[src/rtl/pdm_pkg.sv]
// Shared definitions for the PDM receive path: CIC sizing, sample type and
// the defaults used by the decimator and its bench.
package pdm_pkg;

    typedef logic [15:0] sample_t;

    localparam int      DEC_LOG2_DEFAULT    = 12;
    localparam int      SYNC_STAGES_DEFAULT = 2;
    localparam int      DISCARD_DEFAULT     = 2;
    localparam sample_t SAT_VALUE           = 16'hFFFF;

    // A 2nd-order CIC with ratio 2^d grows by 2*d bits; one extra bit holds full scale.
    function automatic int cic_width(input int dec_log2);
        return 2 * dec_log2 + 1;
    endfunction

endpackage

[src/rtl/pdm_decimator_if.sv]
// Sample hand-off between the PDM decimator and the record/DMA consumer.
interface pdm_decimator_if;
    import pdm_pkg::*;

    sample_t sound;
    logic    start;
    logic    overrun;
    logic    ack;
    logic    clr_ovr;

    modport master (
        output sound,
        output start,
        output overrun,
        input  ack,
        input  clr_ovr
    );

    modport slave (
        input  sound,
        input  start,
        input  overrun,
        output ack,
        output clr_ovr
    );

endinterface

[src/rtl/pdm_decimator_cic2_core.sv]
// Second-order CIC decimator: two integrators at clk rate, decimation
// counter, and two combs at the output rate. y_stb marks a fresh y.
module cic2_core
    import pdm_pkg::*;
#(
    parameter  int DEC_LOG2 = DEC_LOG2_DEFAULT,
    localparam int W        = cic_width(DEC_LOG2)
) (
    input  logic         clk,
    input  logic         rst_n,
    input  logic         en,
    input  logic         b,
    output logic [W-1:0] y,
    output logic         y_stb
);

    logic [W-1:0]        i1;
    logic [W-1:0]        i2;
    logic [W-1:0]        d1;
    logic [W-1:0]        c1;
    logic [W-1:0]        d2;
    logic [DEC_LOG2-1:0] cnt;
    logic                boundary;
    logic                comb2_due;

    assign boundary = (cnt == '1);

    // Modulo-2^W wrap in every adder is what makes the CIC exact.
    always_ff @(posedge clk or negedge rst_n) begin
        if (!rst_n) begin
            i1        <= '0;
            i2        <= '0;
            d1        <= '0;
            c1        <= '0;
            d2        <= '0;
            y         <= '0;
            cnt       <= '0;
            comb2_due <= 1'b0;
            y_stb     <= 1'b0;
        end else if (!en) begin
            i1        <= '0;
            i2        <= '0;
            d1        <= '0;
            c1        <= '0;
            d2        <= '0;
            y         <= '0;
            cnt       <= '0;
            comb2_due <= 1'b0;
            y_stb     <= 1'b0;
        end else begin
            i1        <= i1 + W'(b);
            i2        <= i2 + i1;
            cnt       <= cnt + DEC_LOG2'(1);
            comb2_due <= boundary;
            y_stb     <= comb2_due;
            if (boundary) begin
                c1 <= i2 - d1;
                d1 <= i2;
            end
            if (comb2_due) begin
                y  <= c1 - d2;
                d2 <= c1;
            end
        end
    end

endmodule

[src/rtl/pdm_decimator.sv]
// PDM bitstream to unsigned 16-bit PCM: synchroniser, CIC core, start-up
// discard, scaling/saturation and a one-entry valid/ack holding register.
module pdm_decimator
    import pdm_pkg::*;
#(
    parameter int DEC_LOG2    = DEC_LOG2_DEFAULT,
    parameter int SYNC_STAGES = SYNC_STAGES_DEFAULT,
    parameter int DISCARD     = DISCARD_DEFAULT
) (
    input  logic            clk,
    input  logic            rst_n,
    input  logic            en,
    input  logic            pdm_in,
    pdm_decimator_if.master bus
);

    localparam int W      = cic_width(DEC_LOG2);
    localparam int DISC_W = (DISCARD > 0) ? $clog2(DISCARD + 1) : 1;
    localparam logic [DISC_W-1:0] DISC_MAX = DISC_W'(DISCARD);

    logic [SYNC_STAGES-1:0] sync;
    logic                   b;
    logic [W-1:0]           y;
    logic                   y_stb;
    logic [W+14:0]          y_ext;
    sample_t                scaled;
    logic [DISC_W-1:0]      disc;
    logic                   load;
    sample_t                sound_q;
    logic                   start_q;
    logic                   overrun_q;

    always_ff @(posedge clk or negedge rst_n) begin
        if (!rst_n) begin
            sync <= '0;
        end else begin
            sync <= {sync[SYNC_STAGES-2:0], pdm_in};
        end
    end

    assign b = sync[SYNC_STAGES-1];

    cic2_core #(
        .DEC_LOG2 (DEC_LOG2)
    ) u_core (
        .clk   (clk),
        .rst_n (rst_n),
        .en    (en),
        .b     (b),
        .y     (y),
        .y_stb (y_stb)
    );

    // Top 16 bits below the full-scale bit; short CICs get zero-filled on the right.
    assign y_ext  = {y[W-2:0], 16'h0000};
    assign scaled = y[W-1] ? SAT_VALUE : 16'(y_ext >> (W - 1));

    // The first windows after a restart see a half-filled comb and are dropped.
    always_ff @(posedge clk or negedge rst_n) begin
        if (!rst_n) begin
            disc <= '0;
        end else if (!en) begin
            disc <= '0;
        end else if (y_stb && (disc != DISC_MAX)) begin
            disc <= disc + DISC_W'(1);
        end
    end

    assign load = en && y_stb && (disc == DISC_MAX);

    // A coincident ack consumed the old sample, so only an unacked overwrite is an overrun.
    always_ff @(posedge clk or negedge rst_n) begin
        if (!rst_n) begin
            sound_q   <= '0;
            start_q   <= 1'b0;
            overrun_q <= 1'b0;
        end else begin
            if (load) begin
                sound_q <= scaled;
                start_q <= 1'b1;
            end else if (bus.ack && start_q) begin
                start_q <= 1'b0;
            end
            if (load && start_q && !bus.ack) begin
                overrun_q <= 1'b1;
            end else if (bus.clr_ovr) begin
                overrun_q <= 1'b0;
            end
        end
    end

    assign bus.sound   = sound_q;
    assign bus.start   = start_q;
    assign bus.overrun = overrun_q;

endmodule

[src/flat_wrapper.sv]
// flat-port wrapper written by rule: the top's interface ports become plain ports
module pdm_decimator_flat import pdm_pkg::*;
#(
    parameter int DEC_LOG2    = DEC_LOG2_DEFAULT,
    parameter int SYNC_STAGES = SYNC_STAGES_DEFAULT,
    parameter int DISCARD     = DISCARD_DEFAULT
)
  (clk, rst_n, en, pdm_in, bus_sound, bus_start, bus_overrun, bus_ack, bus_clr_ovr);
  pdm_decimator_if bus_i ();
  input  logic clk;
  input  logic rst_n;
  input  logic en;
  input  logic pdm_in;
  output wire logic [$bits(bus_i.sound)-1:0] bus_sound;
  output wire logic [$bits(bus_i.start)-1:0] bus_start;
  output wire logic [$bits(bus_i.overrun)-1:0] bus_overrun;
  input wire logic [$bits(bus_i.ack)-1:0] bus_ack;
  input wire logic [$bits(bus_i.clr_ovr)-1:0] bus_clr_ovr;
  assign bus_sound = bus_i.sound;
  assign bus_start = bus_i.start;
  assign bus_overrun = bus_i.overrun;
  assign bus_i.ack = bus_ack;
  assign bus_i.clr_ovr = bus_clr_ovr;
  pdm_decimator #(.DEC_LOG2(DEC_LOG2), .SYNC_STAGES(SYNC_STAGES), .DISCARD(DISCARD)) u_core (.clk(clk), .rst_n(rst_n), .en(en), .pdm_in(pdm_in), .bus(bus_i));
endmodule
[config.mk]
export PLATFORM = sky130hd
export DESIGN_NAME = pdm_decimator_flat
export DESIGN_NICKNAME = d
export VERILOG_FILES = /design/src/rtl/pdm_pkg.sv /design/src/rtl/pdm_decimator_if.sv /design/src/rtl/pdm_decimator_cic2_core.sv /design/src/rtl/pdm_decimator.sv /design/src/flat_wrapper.sv
export SDC_FILE = /design/constraint.sdc
export NUM_CORES = 1
export LEC_CHECK = 0
export ABC_CLOCK_PERIOD_IN_PS = 3200
export CAP_MARGIN = 20
export CORE_MARGIN = 2
export CORE_UTILIZATION = 50
export DETAILED_ROUTE_END_ITERATION = 16
export GPL_ROUTABILITY_DRIVEN = 0
export PLACE_DENSITY = 0.74
export SLEW_MARGIN = 20
export SYNTH_ARGS = -nofsm -noshare
export SYNTH_HDL_FRONTEND = slang
export SYNTH_SLANG_ARGS = --single-unit
export TNS_END_PERCENT = 1
[constraint.sdc]
create_clock -name clk -period 3.2 [get_ports clk]
set_input_delay 0.48 -clock clk [delete_from_list [all_inputs] [get_ports clk]]
set_output_delay 0.48 -clock clk [all_outputs]
set_load 0.03 [all_outputs]
## Word level (Yosys, flattened, before mapping)

Cells that the tools add are included.

- Memories: 0
- Logic and storage cells: 55
- Register bits: 186
- ROM bits: 0
- RAM bits: 0
- Output and inout port bits: 18
- Bits in latches: 0

- Eq/ne operators: 6
- Multiplexer cells: 20
- $lt $le $gt $ge: 0
- Reductions and logical operators: 9
- $mul: 0
- Shift operators: 0
- Add/subtract/negate cells: 6
- Bitwise gates (word level): 0
- Divide/modulo/power cells: 0

Operator list:

| cell | number |
|---|---|
| 25-bit 2-to-1 mux | 10 |
| 25-bit subtractor | 2 |
| 25-bit by 1-bit adder with 25-bit output | 1 |
| 25-bit adder | 1 |
| 16-bit 2-to-1 mux | 1 |
| 12-bit by 1-bit adder with 12-bit output (second input constant) | 1 |
| 12-bit equality test (second input constant) | 1 |
| 12-bit 2-to-1 mux | 1 |
| 1-bit logical AND | 6 |
| 1-bit 2-to-1 mux | 6 |
| 2-bit by 1-bit != test with 1-bit output (second input constant) | 3 |
| 2-bit 2-to-1 mux | 2 |
| 2-bit nonzero test | 2 |
| 2-bit by 1-bit adder with 2-bit output (second input constant) | 1 |
| 2-bit equality test (second input constant) | 1 |
| 2-bit != test (second input constant) | 1 |
| 1-bit zero test | 1 |

## Longest topological paths before layout

Gate-level depths: netlist (run 1).

- Word-level depth: 5
- Depth in mapped cells: 11
- Depth with buffers taken out: 11

## Hierarchy

Synthesis (run 1) repeated with hierarchy kept, for this count alone.

- Cell total of the unflattened synthesis: 1256
- Area total of the unflattened synthesis: 11267.1 µm²

Modules (own cells, without submodules):

| module | area each (µm²) | cells an instance | instances | seq. area each (µm²) |
|---|---|---|---|---|
| cic2_core | 10324.9 | 1168 | 1 | 4103.9 |
| pdm_decimator | 942.2 | 88 | 1 | 550.5 |

## Worst setup path before layout (run 1)

No wires, ideal clock.

- Path kind: register to register
- From: register u_core.u_core.i2[0]
- To: register u_core.u_core.c1[16]
- Clock period less this slack: 2.285 ns
- Path slack: 0.915 ns
- Stages on the path, launching flop included: 12
- Arrival: 2.151 ns
- Buffers on the path: 0
- Cells stage by stage: dfrtp_1 > inv_1 > ha_1 > inv_1 > fa_1 > a211o_1 > o211ai_1 > a211oi_1 > o21ai_2 > o21ai_0 > nand4_1 > o211ai_1

- Cells in the longest elaborated chain, start to end: 3

RTL lines:

| item | RTL line | RTL |
|---|---|---|
| start: declaration | pdm_decimator_cic2_core.sv:18 | `logic [W-1:0] i2;` |
| start signal: assignment | pdm_decimator_cic2_core.sv:52 | `i2 <= i2 + i1;` |
| 25-bit subtractor | pdm_decimator_cic2_core.sv:57 | `c1 <= i2 - d1;` |
| 25-bit 2-to-1 mux | pdm_decimator_cic2_core.sv:56 | `if (boundary) begin` |
| 25-bit 2-to-1 mux | pdm_decimator_cic2_core.sv:40 | `end else if (!en) begin` |
| end signal: assignment | pdm_decimator_cic2_core.sv:57 |  |
| end: declaration | pdm_decimator_cic2_core.sv:20 | `logic [W-1:0] c1;` |

No other way between the ends. The select of a mux whose other input is x is not followed.
A chain may end at the register's enable or synchronous reset.

## Final worst setup path (run 1)

- From: register u_core.u_core.i2[0]
- To: register u_core.u_core.i2[22]

- Cells in the longest elaborated chain, start to end: 2

RTL lines:

| item | RTL line |
|---|---|
| 25-bit adder | pdm_decimator_cic2_core.sv:52 |
| 25-bit 2-to-1 mux | pdm_decimator_cic2_core.sv:40 |

No other way between the ends.

==> impl_results.md, run 1 <==
* Run status: complete, no violations
* P_int at 0.00339 W
* CP arrival at between 3000 and 4000 ps
* Hold_buf cts at 0
* Post-synth EDFFs at 0
* Synth Flop Type: dfrtp_1
* Buffers on Ports at 23
* Register bit total from synthesis at 178
* P_leak at about 5.2 nW
* Final WL at roughly 21,000 um
* # IOs at 24
* Worst Path Max Fanout at 5
* Post-DP HPWL at 15,000 um
* Routed Antenna Nets at 0
* Via Count at a little over 8k
* Setup TNS at 0 ps
* Vias in the first global route at 7,724
* Share of the synthesized area in the top cell type at 0.421
* Crit start category: flop
* Ant diodes at 0
* Post-CTS setup buffers at 0
* Worst Setup End Kind: flop
* Synthesis-to-layout area growth at 10.6%
* Most frequent cells in the layout: dfrtp_1, nand2_1, nor2_1
* Hold Crit Class: in2async
* CTS buffer count at 17
* Unrepaired setup endpoints after global routing: false
* Ys async rst share at 1.00
* First-pass GRT wire length at approximately 37,000 um
* Delay of the slowest cell on the worst path at 390 ps
* Clock power share at 0.436
* Pre-antenna DRT Iters at 5
* Crit Path Category: reg2reg
* CTS clk-pin slew, worst paths at 70 ps
* Pins over their slew limit at 0
* Peak supply drop at 0.000352 V
* Total grt overflow at 0
* Yosys warning count at 0
* Worst-Margin Slew at 688 ps
* Post_cts resized at 0
* Final nets at 1,271
* DRC errors left at 0
* Final hold viol count at 0
* Site row count at 53
* Die Area at between 20,000 and 25,000 um^2
* CP cell instances: ha_1 > inv_1 > fa_1 > nor2b_1 > o31ai_2 > a32oi_2 > a21oi_1 > o21ai_0 > a21boi_0 > mux2i_1
* Post-synthesis sequential area ratio at 0.421
* Design area at approximately 12,000 um^2
* Min Tclk post-route at 2710 ps
* Synth Instances at 1,177
* Most common cell after layout, fill and taps aside: dfrtp_1
* Antenna violations before repair at 0
* Worst path slowest cell: fa_1
* Syn Area/Cell at 8.99 um^2
* Chip height at around 150 um
* Clk root buf: clkbuf_16
* Initial Util at 0.506
* Distinct cell type count after synthesis at just under 70
* Area after DPL at 11,100 um^2
* Layout Skew at 11.0 ps
* Flop pwr share at 0.502
* Width of the die at 149 um
* P_sw at 0.00114 W
* Sink Count at between 150 and 200
* WL/cell at 14.2 um
* Comb power frac at 0.062
* CTS tree: done
* Core Box Area at 20,900 um^2
* Syn nets at ~1.3k
* Worst EP required at about 3500 ps
* WHS at 74.8 ps
* DRT iter0 DRCs at ~430
* Mapped Area at about 11,000 um^2
* Total of max-cap violations at 0
* Share of cells above drive strength 1 at 0.0583
* Clock latency on the worst-skew pair at around 430 ps
* Fillers at about 1.9k
* Switching Share at 0.252
* Final period utilization at 0.848
* Final non-filler cell total at 1,476
* Via/cell ratio at 5.51
* H-tree depth at 4
* Largest net degree at the start of global routing at 74
* CTS Buffer Depth at 2
* Largest cells by area after synthesis: dfrtp_1, ha_1, nand2_1
* Worst slew margin at 0.541
* Total GRT Usage at 0.201
* Placed insts at 1,444
* Fmax at 368 MHz
* Power density over cell area at a little under 400 nW/um^2
* Synth area leader: dfrtp_1
* Number of setup violations in the final report at 0
==> area by class of cell <==
class,count,area (um^2),share of cell area
sequential,178,4460,0.381
multi-input combinational,886,5700,0.487
timing repair buffer,39,384,0.0328
clock buffer,17,425,0.0364
clock inverter,15,141,0.0121
inverter,66,249,0.0213
tap,275,344,0.0294
==> registers in the layout, summed over array words and instances (netlist names) <==
| signal | cells |
|---|---|
| u_core.sync | 2 |
| u_core.u_core.d2 | 25 |
| u_core.bus.overrun | 1 |
| u_core.u_core.i1 | 25 |
| u_core.bus.start | 1 |
| u_core.disc | 2 |
| u_core.u_core.y_stb | 1 |
| u_core.u_core.i2 | 25 |
| u_core.bus.sound | 16 |
| u_core.u_core.y | 17 |
| u_core.u_core.c1 | 25 |
| u_core.u_core.cnt | 12 |
| u_core.u_core.comb2_due | 1 |
| u_core.u_core.d1 | 25 |
==> per-layer routing <==
layer	vias to the layer above	GRT usage	share of wire
li1	4144	-	-
met1	3846	0.275	0.49
met2	120	0.333	0.47
met3	24	0.0326	0.026
met4	0	0.0548	0.013
met5	-	0	0
==> power by group through the flow <==
stage / clock network [W] / registers [W] / logic (W)
4_1_cts: 0.00202 / 0.00228 / 0.000286
2_1_floorplan: 0 / 0.00232 / 0.000177
3_5_place_dp: 0 / 0.00232 / 0.000285
3_3_place_gp: 0 / 0.00232 / 0.000281
5_1_grt: 0.00211 / 0.00228 / 0.000321
6_report: 0.00197 / 0.00228 / 0.000282
==> final timing paths <==
path                                               start                              to  slack, ps  cells after the start
hold / removal                                     rst_n  u_core.u_core.cnt[5]$_DFF_PN0_         70                      1
max in group asynchronous                          rst_n  u_core.u_core.i1[13]$_DFF_PN0_       2420                      2
setup reg to reg           u_core.u_core.i2[0]$_DFF_PN0_  u_core.u_core.i2[22]$_DFF_PN0_        490                     10
min in group clk                u_core.sync[0]$_DFF_PN0_        u_core.sync[1]$_DFF_PN0_        350                      0
hold reg to reg                 u_core.sync[0]$_DFF_PN0_        u_core.sync[1]$_DFF_PN0_        350                      0
setup / recovery           u_core.u_core.i2[0]$_DFF_PN0_  u_core.u_core.i2[22]$_DFF_PN0_        490                     10
==> critical path: cells and delay by family, from the launching register on <==
kind / cells / cell delay (ps)
AO/OA/AOI/OAI: 5 / 1160
adder cells (fa/ha/maj): 2 / 600
flip-flops: 1 / 380
AND/OR/NAND/NOR: 1 / 240
multiplexers: 1 / 140
buffers and inverters: 1 / 70
==> stage by stage <==
| stage | utilization | setup WS (ps) | total power [W] |
|---|---|---|---|
| after detailed placement | 0.533 | 540 | 0.00261 |
| final | 0.560 | 486 | 0.00453 |
| after global placement | 0.533 | 647 | 0.00260 |
| after global routing | 0.560 | 246 | 0.00471 |
| after floorplan | - | 915 | 0.00249 |
| after CTS | 0.560 | 530 | 0.00458 |
==> cells by family after synthesis <==
group                      Yosys count  synth area share
adders and majority gates           77            0.0925
muxes                               38            0.0360
AOI/OAI and AO/OA                  287             0.174
and+or+nand+nor                    413             0.177
buffers and inverters              113            0.0404
DFF                                178             0.421
xor gates and xnor gates            71            0.0588
==> synth_stat cells (all sizes together) (13+ instances only) <==
cell type,instances
inv,66
and2,13
nand3,32
nor2,133
a21oi,95
dfrtp,178
nand2,148
mux2i,38
a211oi,17
o21ai,74
nor3,14
clkbuf,36
xnor2,35
xor2,36
a21o,20
ha,75
(Power assumes the default switching activity.)
==> run 2: changes to the inputs <==
--- a/config.mk
+++ b/config.mk
@@ -5,7 +5,7 @@
 export SDC_FILE = /design/constraint.sdc
 export NUM_CORES = 1
 export LEC_CHECK = 0
-export ABC_CLOCK_PERIOD_IN_PS = 3200
+export ABC_CLOCK_PERIOD_IN_PS = 2500
 export CAP_MARGIN = 20
 export CORE_MARGIN = 2
 export CORE_UTILIZATION = 50
==> constraint.sdc (replaced) <==
create_clock -name clk -period 2.5 [get_ports clk]
set_input_delay 0.375 -clock clk [delete_from_list [all_inputs] [get_ports clk]]
set_output_delay 0.375 -clock clk [all_outputs]
set_load 0.03 [all_outputs]
==> impl_results.md, run 2 (synthesis results as in run 1) <==
* Width of the die at 149 um (unchanged)
* Crit start category: flop
* Design area at 11,900 um^2 (+2.1%)
* Final period utilization at 1.00 (+0.154)
* Chip height at 149 um (unchanged)
* H-tree depth at 4 (unchanged)
* Clk root buf: clkbuf_16
* Min Tclk post-route at 2500 ps (-209 ps)
* DRT iter0 DRCs at 513 (+20%)
* WL/cell at 14.5 um (+1.8%)
* CTS tree: done
* Die Area at 22,300 um^2 (unchanged)
* GR met2 Demand/Resource at 0.336 (+0.00298)
* Hold Crit Start: u_core.sync[0]$_DFF_PN0_
* Antenna violations before repair at 0 (unchanged)
* Share of cells above drive strength 1 at 0.0818 (+0.0235)
* Worst Setup End Kind: flop
* Met3 Track Usage GR at 0.0393 (+0.00671)
* Buffers on Ports at 23 (unchanged)
* Ant diodes at 0 (unchanged)
* Unrepaired setup endpoints after global routing: true
* Worst Path Max Fanout at 5 (unchanged)
* Total GRT Usage at 0.202 (+0.000590)
* Fmax at 399 MHz (+8.4%)
* Most common cell after layout, fill and taps aside: dfrtp_1
* Final worst slack at -4.64 ps (-491 ps)
* # IOs at 24 (unchanged)
* Layout Skew at 9.47 ps (-1.49 ps)
* Site row count at 53 (unchanged)
* Gr busiest metal: met2
* GR Layer Usage met1 at 0.266 (-0.00824)
* CTS buffer count at 17 (unchanged)
* Worst EP required at 2830 ps (-690 ps)
* Hold Crit Class: reg2reg
* Worst slew margin at 0.575 (+0.0344)
* Routed Antenna Nets at 0 (unchanged)
* Core Box Area at 20,900 um^2 (unchanged)
* Pre-antenna DRT Iters at 5 (unchanged)
* Crit Path Category: reg2reg
* P_leak at 5.34 nW (+2.4%)
* Final WL at 21,700 um (+3.2%)
* Worst-Margin Slew at 637 ps (-51.5 ps)
* Total grt overflow at 0 (unchanged)
* Pins over their slew limit at 0 (unchanged)
* Launching point of the worst reg2reg path: u_core.u_core.i2[0]$_DFF_PN0_
* Via Count at 8,291 (+1.9%)
* First-pass GRT wire length at 36,600 um (-0.69%)
* Number of setup violations in the final report at 1 (+1)
* CTS Buffer Depth at 2 (unchanged)
* CP arrival at 2830 ps (-200 ps)
* Sink Count at 178 (unchanged)
* Most frequent cells in the layout: dfrtp_1, nand2_1, nor2_1
* Final nets at 1,292 (+1.7%)
* Initial Util at 0.506 (unchanged)
* Setup TNS at -4.64 ps (-4.64 ps)
* Final Power at 0.00603 W (+33%)
* Area after DPL at 11,300 um^2 (+1.2%)
* Largest net degree at the start of global routing at 80 (+8.1%)
* Total of max-cap violations at 0 (unchanged)
* Clock latency on the worst-skew pair at 440 ps (about the same)
* CTS clk-pin slew, worst paths at 70 ps (about the same)
* Failing checks: negative setup slack
* Synthesis-to-layout area growth at 12.9%
* Via/cell ratio at 5.54 (+0.50%)
* Peak supply drop at 0.000450 V (+28%)
* Power density over cell area at 504 nW/um^2 (+30%)
* Run status: finished with violations
* Worst setup startpoint: u_core.u_core.i2[0]$_DFF_PN0_
* Post-DP HPWL at 15,100 um (+0.79%)
* DRC errors left at 0 (unchanged)
* Final hold viol count at 0 (unchanged)
* Vias in the first global route at 7,841 (+1.5%)
run 2: power by group:
group / internal (W) / switching [W] / leakage (nW)
Clock: 0.00151 / 0.00122 / 0.286
Sequential: 0.00290 / 0.0000187 / 2.48
Combinational: 0.000148 / 0.000236 / 2.58
run 2: final timing paths:
kind	end	slack, ps	cells past startpoint
worst max register to register	u_core.u_core.c1[20]$_DFFE_PN0P_	-5	12
max in group asynchronous	u_core.u_core.i2[24]$_DFF_PN0_	1320	3
worst min register to register	u_core.sync[1]$_DFF_PN0_	370	0
worst max-delay path	u_core.u_core.c1[20]$_DFFE_PN0P_	-5	12
worst min-delay path	u_core.sync[1]$_DFF_PN0_	370	0
min in group asynchronous	u_core.u_core.cnt[1]$_DFF_PN0_	480	2
run 2: cell type report:
| type | instances | area (um^2) |
|---|---|---|
| fillers | 1808 | 8940 |
| multi-input cells | 886 | 5760 |
| inverters | 66 | 249 |
| clock buffers | 17 | 425 |
| flip-flops and latches | 178 | 4460 |
| clock inverters | 15 | 171 |
| well taps | 275 | 344 |
| repair buffers | 60 | 544 |
run 2: worst max-delay path, cell delays in order, from the launching register on:
cell and delay (ps):
dfrtp_1 400, inv_1 70, ha_1 150, inv_1 50, fa_1 390, a211o_1 270, o211ai_1 150, a211oi_1 160
o21ai_2 310, buf_4 170, o41ai_2 60, xnor2_1 140, o21ai_1 70
run 2: through the flow:
stage | hold WS, ps | worst slack, ps | cells | util
final | 371 | -4.64 | 1497 | 0.572
after global routing | 375 | -162 | 1497 | 0.572
after CTS | 365 | -8.85 | 1495 | 0.569
after detailed placement | 350 | 4.59 | 1462 | 0.540
after global placement | 342 | 62.9 | 1462 | 0.540
after floorplan | 79.4 | 215 | 1177 | -
run 2: timing repair:
item | CTS | global route
hold buffers | 1 | 0
hold endpoints to repair | 57 | 0
setup endpoints to repair | 3 | 18
gates resized for setup | 1 | 12
setup buffers | 0 | 2
pin swaps | 1 | 4
run 2: routing by layer:
metal | routed length (um) | vias up
met1 | 10400 | 3916
met4 | 414 | 0
met5 | 0 | -
li1 | - | 4187
met2 | 10100 | 154
met3 | 768 | 34
